==> config.mk <==
export PLATFORM = sky130hd
export DESIGN_NAME = pipe_stall_ctrl
export DESIGN_NICKNAME = d
export VERILOG_FILES = /design/src/rtl/pipe_stall_ctrl_pkg.sv /design/src/rtl/pipe_stall_ctrl_redirect_hold.sv /design/src/rtl/pipe_stall_ctrl.sv
export SDC_FILE = /design/constraint.sdc
export NUM_CORES = 1
export LEC_CHECK = 0
export BUFFER_PORTS_ARGS = -buffer_cell sky130_fd_sc_hd__buf_2
export CORE_UTILIZATION = 53
export CTS_CLUSTER_SIZE = 25
export DETAILED_ROUTE_END_ITERATION = 8
export PLACE_DENSITY = 0.81
export SETUP_SLACK_MARGIN = 0.5
export SLEW_MARGIN = 20
export SYNTH_ARGS = -nofsm -noshare
export SYNTH_HDL_FRONTEND = slang
export SYNTH_HIERARCHICAL = 1
export SYNTH_SLANG_ARGS = --single-unit
==> constraint.sdc <==
create_clock -name clk -period 5 [get_ports clk]
set_clock_uncertainty 0.15 [all_clocks]
set_input_delay 1 -clock clk [delete_from_list [all_inputs] [get_ports clk]]
set_output_delay 1 -clock clk [all_outputs]
set_load 0.005 [all_outputs]
==> src/rtl/pipe_stall_ctrl_pkg.sv <==
`default_nettype none
// ============================================================================
// pipe_stall_ctrl_pkg : stall vectors, sequencer state and redirect encodings
// Rev 1.0
// ============================================================================
package pipe_stall_ctrl_pkg;

  localparam int              c_addr_w    = 32;
  localparam logic [c_addr_w-1:0] c_zero_word = '0;

  // One bit per pipeline register: [0]PC [1]IF/ID [2]ID/EX [3]EX/MEM [4]MEM/WB [5]WB
  localparam logic [5:0] c_stall_none = 6'b000000;
  localparam logic [5:0] c_stall_id   = 6'b000011;
  localparam logic [5:0] c_stall_ex   = 6'b000111;
  localparam logic [5:0] c_stall_mem  = 6'b001111;

  typedef enum logic [1:0] {
    ST_RUN     = 2'd0,
    ST_MC_WAIT = 2'd1,
    ST_FAULT   = 2'd2
  } ctrl_state_t;

  typedef enum logic {
    SRC_ID = 1'b0,
    SRC_EX = 1'b1
  } redir_src_t;

endpackage
`default_nettype wire

==> src/rtl/pipe_stall_ctrl_redirect_hold.sv <==
`default_nettype none
// ============================================================================
// pipe_stall_ctrl_redirect_hold : EX-over-ID redirect priority plus one-slot
// pending register that parks a redirect while MEM freezes the pipe.
// Rev 1.0
// ============================================================================
module pipe_stall_ctrl_redirect_hold
  import pipe_stall_ctrl_pkg::*;
(
  input  logic                clk,
  input  logic                rst,
  input  logic                mem_stall,
  input  logic                id_b_req,
  input  logic [c_addr_w-1:0] id_b_target,
  input  logic                ex_b_req,
  input  logic [c_addr_w-1:0] ex_b_target,
  output logic                id_b_flag,
  output logic                ex_b_flag,
  output logic [c_addr_w-1:0] redirect_pc
);

  logic                r_pend_valid;
  redir_src_t          r_pend_src;
  logic [c_addr_w-1:0] r_pend_target;

  // A parked redirect always beats fresh requests on the release cycle.
  always_comb begin
    id_b_flag   = 1'b0;
    ex_b_flag   = 1'b0;
    redirect_pc = c_zero_word;
    if (!mem_stall) begin
      if (r_pend_valid) begin
        ex_b_flag   = (r_pend_src == SRC_EX);
        id_b_flag   = (r_pend_src == SRC_ID);
        redirect_pc = r_pend_target;
      end else if (ex_b_req) begin
        ex_b_flag   = 1'b1;
        redirect_pc = ex_b_target;
      end else if (id_b_req) begin
        id_b_flag   = 1'b1;
        redirect_pc = id_b_target;
      end
    end
  end

  // EX redirects belong to an older instruction, so they may replace a parked
  // one; an ID redirect only fills an empty slot.
  always_ff @(posedge clk or negedge rst) begin
    if (!rst) begin
      r_pend_valid  <= 1'b0;
      r_pend_src    <= SRC_ID;
      r_pend_target <= c_zero_word;
    end else if (mem_stall) begin
      if (ex_b_req) begin
        r_pend_valid  <= 1'b1;
        r_pend_src    <= SRC_EX;
        r_pend_target <= ex_b_target;
      end else if (id_b_req && !r_pend_valid) begin
        r_pend_valid  <= 1'b1;
        r_pend_src    <= SRC_ID;
        r_pend_target <= id_b_target;
      end
    end else begin
      r_pend_valid <= 1'b0;
    end
  end

endmodule
`default_nettype wire

==> src/rtl/pipe_stall_ctrl.sv <==
`default_nettype none
// ============================================================================
// pipe_stall_ctrl : RV32I pipeline sequencer - stall merge, multi-cycle EX
// timeout FSM, redirect arbitration and stall-cycle performance counter.
// Rev 1.0
// ============================================================================
module pipe_stall_ctrl
  import pipe_stall_ctrl_pkg::*;
#(
  parameter int MC_TIMEOUT = 64,
  parameter int CNT_W      = 32
) (
  input  logic                clk,
  input  logic                rst,
  input  logic                stallreq_id,
  input  logic                ex_mc_start,
  input  logic                ex_mc_done,
  input  logic                stallreq_mem,
  input  logic                id_b_req,
  input  logic [c_addr_w-1:0] id_b_target,
  input  logic                ex_b_req,
  input  logic [c_addr_w-1:0] ex_b_target,
  output logic [5:0]          stall,
  output logic                id_b_flag,
  output logic                ex_b_flag,
  output logic [c_addr_w-1:0] redirect_pc,
  output logic                mc_fault,
  output logic [CNT_W-1:0]    stall_cycles
);

  localparam int              c_mc_w    = (MC_TIMEOUT > 2) ? $clog2(MC_TIMEOUT) : 1;
  localparam logic [c_mc_w-1:0] c_mc_last = c_mc_w'(MC_TIMEOUT - 1);

  ctrl_state_t       r_state;
  ctrl_state_t       w_state_nxt;
  logic [c_mc_w-1:0] r_mc_cnt;
  logic [CNT_W-1:0]  r_stall_cycles;
  logic              w_mc_expire;

  // Cycles frozen by a MEM stall do not count against the timeout.
  assign w_mc_expire = (r_mc_cnt == c_mc_last) && !ex_mc_done && !stallreq_mem;

  always_comb begin
    w_state_nxt = r_state;
    stall       = c_stall_none;
    case (r_state)
      ST_RUN:     if (ex_mc_start) w_state_nxt = ST_MC_WAIT;
      ST_MC_WAIT: begin
        if (ex_mc_done)       w_state_nxt = ST_RUN;
        else if (w_mc_expire) w_state_nxt = ST_FAULT;
      end
      ST_FAULT:   w_state_nxt = ST_FAULT;
      default:    w_state_nxt = ST_RUN;
    endcase

    if (r_state == ST_FAULT)                        stall = c_stall_ex;
    else if (stallreq_mem)                          stall = c_stall_mem;
    else if (r_state == ST_MC_WAIT && !ex_mc_done)  stall = c_stall_ex;
    else if (stallreq_id)                           stall = c_stall_id;
  end

  always_ff @(posedge clk or negedge rst) begin
    if (!rst) begin
      r_state        <= ST_RUN;
      r_mc_cnt       <= '0;
      r_stall_cycles <= '0;
    end else begin
      r_state <= w_state_nxt;
      if (r_state == ST_RUN) begin
        r_mc_cnt <= '0;
      end else if (r_state == ST_MC_WAIT && !stallreq_mem) begin
        r_mc_cnt <= r_mc_cnt + 1'b1;
      end
      if (stall[0] && (r_stall_cycles != {CNT_W{1'b1}})) begin
        r_stall_cycles <= r_stall_cycles + 1'b1;
      end
    end
  end

  assign mc_fault     = (r_state == ST_FAULT);
  assign stall_cycles = r_stall_cycles;

  pipe_stall_ctrl_redirect_hold u_redirect_hold (
    .clk         (clk),
    .rst         (rst),
    .mem_stall   (stallreq_mem),
    .id_b_req    (id_b_req),
    .id_b_target (id_b_target),
    .ex_b_req    (ex_b_req),
    .ex_b_target (ex_b_target),
    .id_b_flag   (id_b_flag),
    .ex_b_flag   (ex_b_flag),
    .redirect_pc (redirect_pc)
  );

endmodule
`default_nettype wire

==> flow_summary.json <==
{
  "status": "complete, no violations",
  "antenna_cells": 0,
  "yosys.area_share.xor_xnor": 0.0507,
  "place_area_sq_um": 5320,
  "wl_per_cell_microns": 15.7,
  "ant_nets": 0,
  "grt_pass1_vias": 3555,
  "rsz0062_at_grt": "false",
  "avgSynthCellArea_sq_um": 10.8,
  "synthMuxAreaShare": 0.192,
  "cp-start-kind": "primary input",
  "finalSetupViolCount": 0,
  "cap_violations": 0,
  "yosys_warnings": 6,
  "synth_top_family_by_area": "simple AND/OR/NAND/NOR gates",
  "cts_setup_buffers": 0,
  "worstHoldStart": "stall_cycles[30]$_DFFE_PN0P_",
  "clockPowerShare": 0.313,
  "hp-class": "reg -> reg",
  "synth_cells": 433,
  "gp_congestion": 0.866,
  "port_buffers": 142,
  "cp_data_required_time_ps": 3850,
  "cp_top_family": "buffers and inverters",
  "nets": 633,
  "power_leakage_nw": 2.60,
  "synth_area_leaders": "dfrtp_1, mux2_4, a221oi_1, nor2b_1, mux2_2",
  "synth-simple-area-share": 0.205,
  "drc_errors": 0,
  "final_area_sq_um": 5550,
  "p_seq_frac": 0.455,
  "start_util": 0.557,
  "drt_iter0_markers": 150,
  "reg2reg_slack_ps": 2700,
  "timing.fmax_mhz": 279,
  "rr_startpoint": "r_state[1]$_DFFE_PN0P_",
  "crit_chain": "buf_2 > buf_4 > a221oi_1 > nor3_1 > buf_2",
  "rows": 33,
  "die-area_sq_um": 9180,
  "slowest_stage": "buf_4",
  "io_pins": 145,
  "vias": 3889,
  "worst_pin_slew_ps": 733,
  "cts-resized-gates": 0,
  "final_layout_size_suffix_gt1_frac": 0.402,
  "async_reset_ff_frac": 1.00,
  "synth_compound_area_frac": 0.0955,
  "power_frac_comb": 0.232,
  "yosys.area.top_type_share": 0.397,
  "clock_path_buffers": 2,
  "area_growth_pct": 18.9,
  "cts_sinks": 74,
  "crit_type": "in -> out",
  "cts_hold_buf": 0,
  "dr.pass1.iters": 4,
  "clk_pin_slew_ps": 70,
  "whs_endpoint": "stall_cycles[30]$_DFFE_PN0P_",
  "antenna_found_initial": 0,
  "r2r_cells": 4,
  "internal_power_w": 0.00119,
  "die_h_microns": 95.8,
  "yosys_most_used_dff": "dfrtp_1",
  "grt_pass1_wl_mm": 16.5,
  "synth_sequential_area_ratio": 0.397,
  "dp.final_hpwl_mm": 7.32,
  "finalHoldViolCount": 0,
  "ir_drop_mv": 0.306,
  "die_w_microns": 95.8,
  "cts_htree_levels": 3,
  "core_sq_um": 8380,
  "max_stage_delay_ps": 540,
  "synth-edff-count": 0,
  "synth_cell_types": 51,
  "report.final.slew_viol_count": 0,
  "synthAdderAreaFrac": 0.00536,
  "critical_path_buf_inv_count": 3,
  "slew_headroom": 0.512,
  "arrival_ps": 2440,
  "power.switching_w": 0.000469,
  "vias_per_cell": 5.81,
  "gr-total-overflow": 0,
  "numCtsBuffers": 9,
  "cts_root_buf": "clkbuf_8",
  "fin_crit_sh": 0.717,
  "grt_start_max_net_pins": 53,
  "path_max_fanout": 52,
  "cp_common_cell": "buf_2",
  "setup.worst_path.end_class": "output pin",
  "holdPathStages": 1,
  "cellPowerDensity_nw_per_um2": 299,
  "clock_latency_ps": 350,
  "routed_wl_mm": 10.5,
  "rr_endpoint": "stall_cycles[1]$_DFFE_PN0P_",
  "yosysTopAreaCell": "dfrtp_1",
  "tns_ps": 0,
  "grt.total_usage": 0.234,
  "min_period_ps": 3590,
  "cts_tree": "done",
  "netlist_area_sq_um": 4670,
  "power_switching_share": 0.283,
  "ys_seq_elements": 74
}
through the flow:
stage | power (W) | hold slack [ps] | util | worst slack, ps | instances
2_1_floorplan | 0.00101 | 331 | - | 2010 | 434
3_3_place_gp | 0.00113 | 329 | 0.635 | 1500 | 653
3_5_place_dp | 0.00115 | 336 | 0.635 | 1440 | 653
4_1_cts | 0.00167 | 348 | 0.661 | 1440 | 669
5_1_grt | 0.00175 | 367 | 0.662 | 1300 | 669
6_report | 0.00166 | 345 | 0.662 | 1410 | 669
kinds of logic after synthesis:
kind of cell | count (synthesis)
DFF | 74
AOI/OAI and AO/OA | 57
muxes | 70
and+or+nand+nor | 164
buffers and inverters | 38
other | 1
xor gates and xnor gates | 27
adders and majority gates | 2
Yosys cell counts, drive strengths merged, types with 2 or more instances:
library cell and n:
dfrtp 74, mux2 65, nor3 43, nor2b 37
a221oi 32, nand2 26, buf 24, xnor2 23
nor2 16, nand4 15, clkbuf 9, a21oi 8
nand3 8, o21ai 6, inv 5, mux2i 5
xor2 4, a31oi 3, and3 3, nand3b 3
nor4 3, ha 2, or3 2
worst register-to-register path, cell delays in order, from the launching register on:
cell and delay [ps]:
dfrtp_1 560, nor3b_2 390, nor4_4 120, a31oi_2 570
mux2_2 400
power groups by stage:
| stage | Clock (W) | Sequential (W) | Combinational [W] |
|---|---|---|---|
| floorplan | 0 | 0.000750 | 0.000260 |
| global placement | 0 | 0.000757 | 0.000372 |
| detailed placement | 0 | 0.000765 | 0.000383 |
| CTS | 0.000528 | 0.000753 | 0.000387 |
| global route | 0.000554 | 0.000766 | 0.000426 |
| finish | 0.000518 | 0.000754 | 0.000383 |
routing by layer:
layer	vias up	wire length, microns	track usage
li1	1845	-	-
met1	1863	4740	0.304
met2	161	4960	0.389
met3	20	615	0.0379
met4	0	173	0.101
met5	-	0	0
worst max-delay path by stage:
stage | cells past startpoint | slack [ps] | endpoint | startpoint
global route | 5 | 1300 | redirect_pc[18] | ex_b_req
global placement | 5 | 1500 | redirect_pc[20] | ex_b_req
finish | 5 | 1410 | redirect_pc[22] | ex_b_req
detailed placement | 5 | 1440 | redirect_pc[22] | ex_b_req
CTS | 5 | 1440 | redirect_pc[22] | ex_b_req
floorplan | 4 | 2010 | stall[1] | stallreq_mem
final cells by class:
| cell class | count | area, sq um |
|---|---|---|
| fill | 666 | 2840 |
| multi-input combinational | 322 | 2580 |
| sequential | 74 | 1850 |
| timing repair buffer | 147 | 748 |
| clock buffer | 11 | 141 |
| tap | 105 | 131 |
| clock inverter | 5 | 77.6 |
| inverter | 5 | 18.8 |
cells in the final DEF, fill, tap and decap left out, types with 2 or more instances in the layout:
master,n
nor2b_1,36
mux2_1,15
nor4_4,2
or3_1,2
nand3b_1,2
bufinv_16,2
xor2_1,4
nor2_1,16
nand2_1,26
nand4_1,14
and3_1,3
buf_4,5
clkinv_2,2
mux2_4,30
nor3_2,2
a21oi_1,8
ha_1,2
o21ai_0,6
nand3_1,7
mux2_2,20
conb_1,2
clkbuf_8,10
buf_2,142
nor3_1,41
xnor2_1,23
a31oi_1,2
mux2i_1,5
a221oi_1,32
inv_1,4
dfrtp_1,73
registers in the layout (all words and copies together), names as in the netlist:
signal / cells
r_mc_cnt: 6
r_state: 2
stall_cycles: 32
u_redirect_hold/r_pend_src: 1
u_redirect_hold/r_pend_target: 32
u_redirect_hold/r_pend_valid: 1
(Power assumes the default switching activity.)
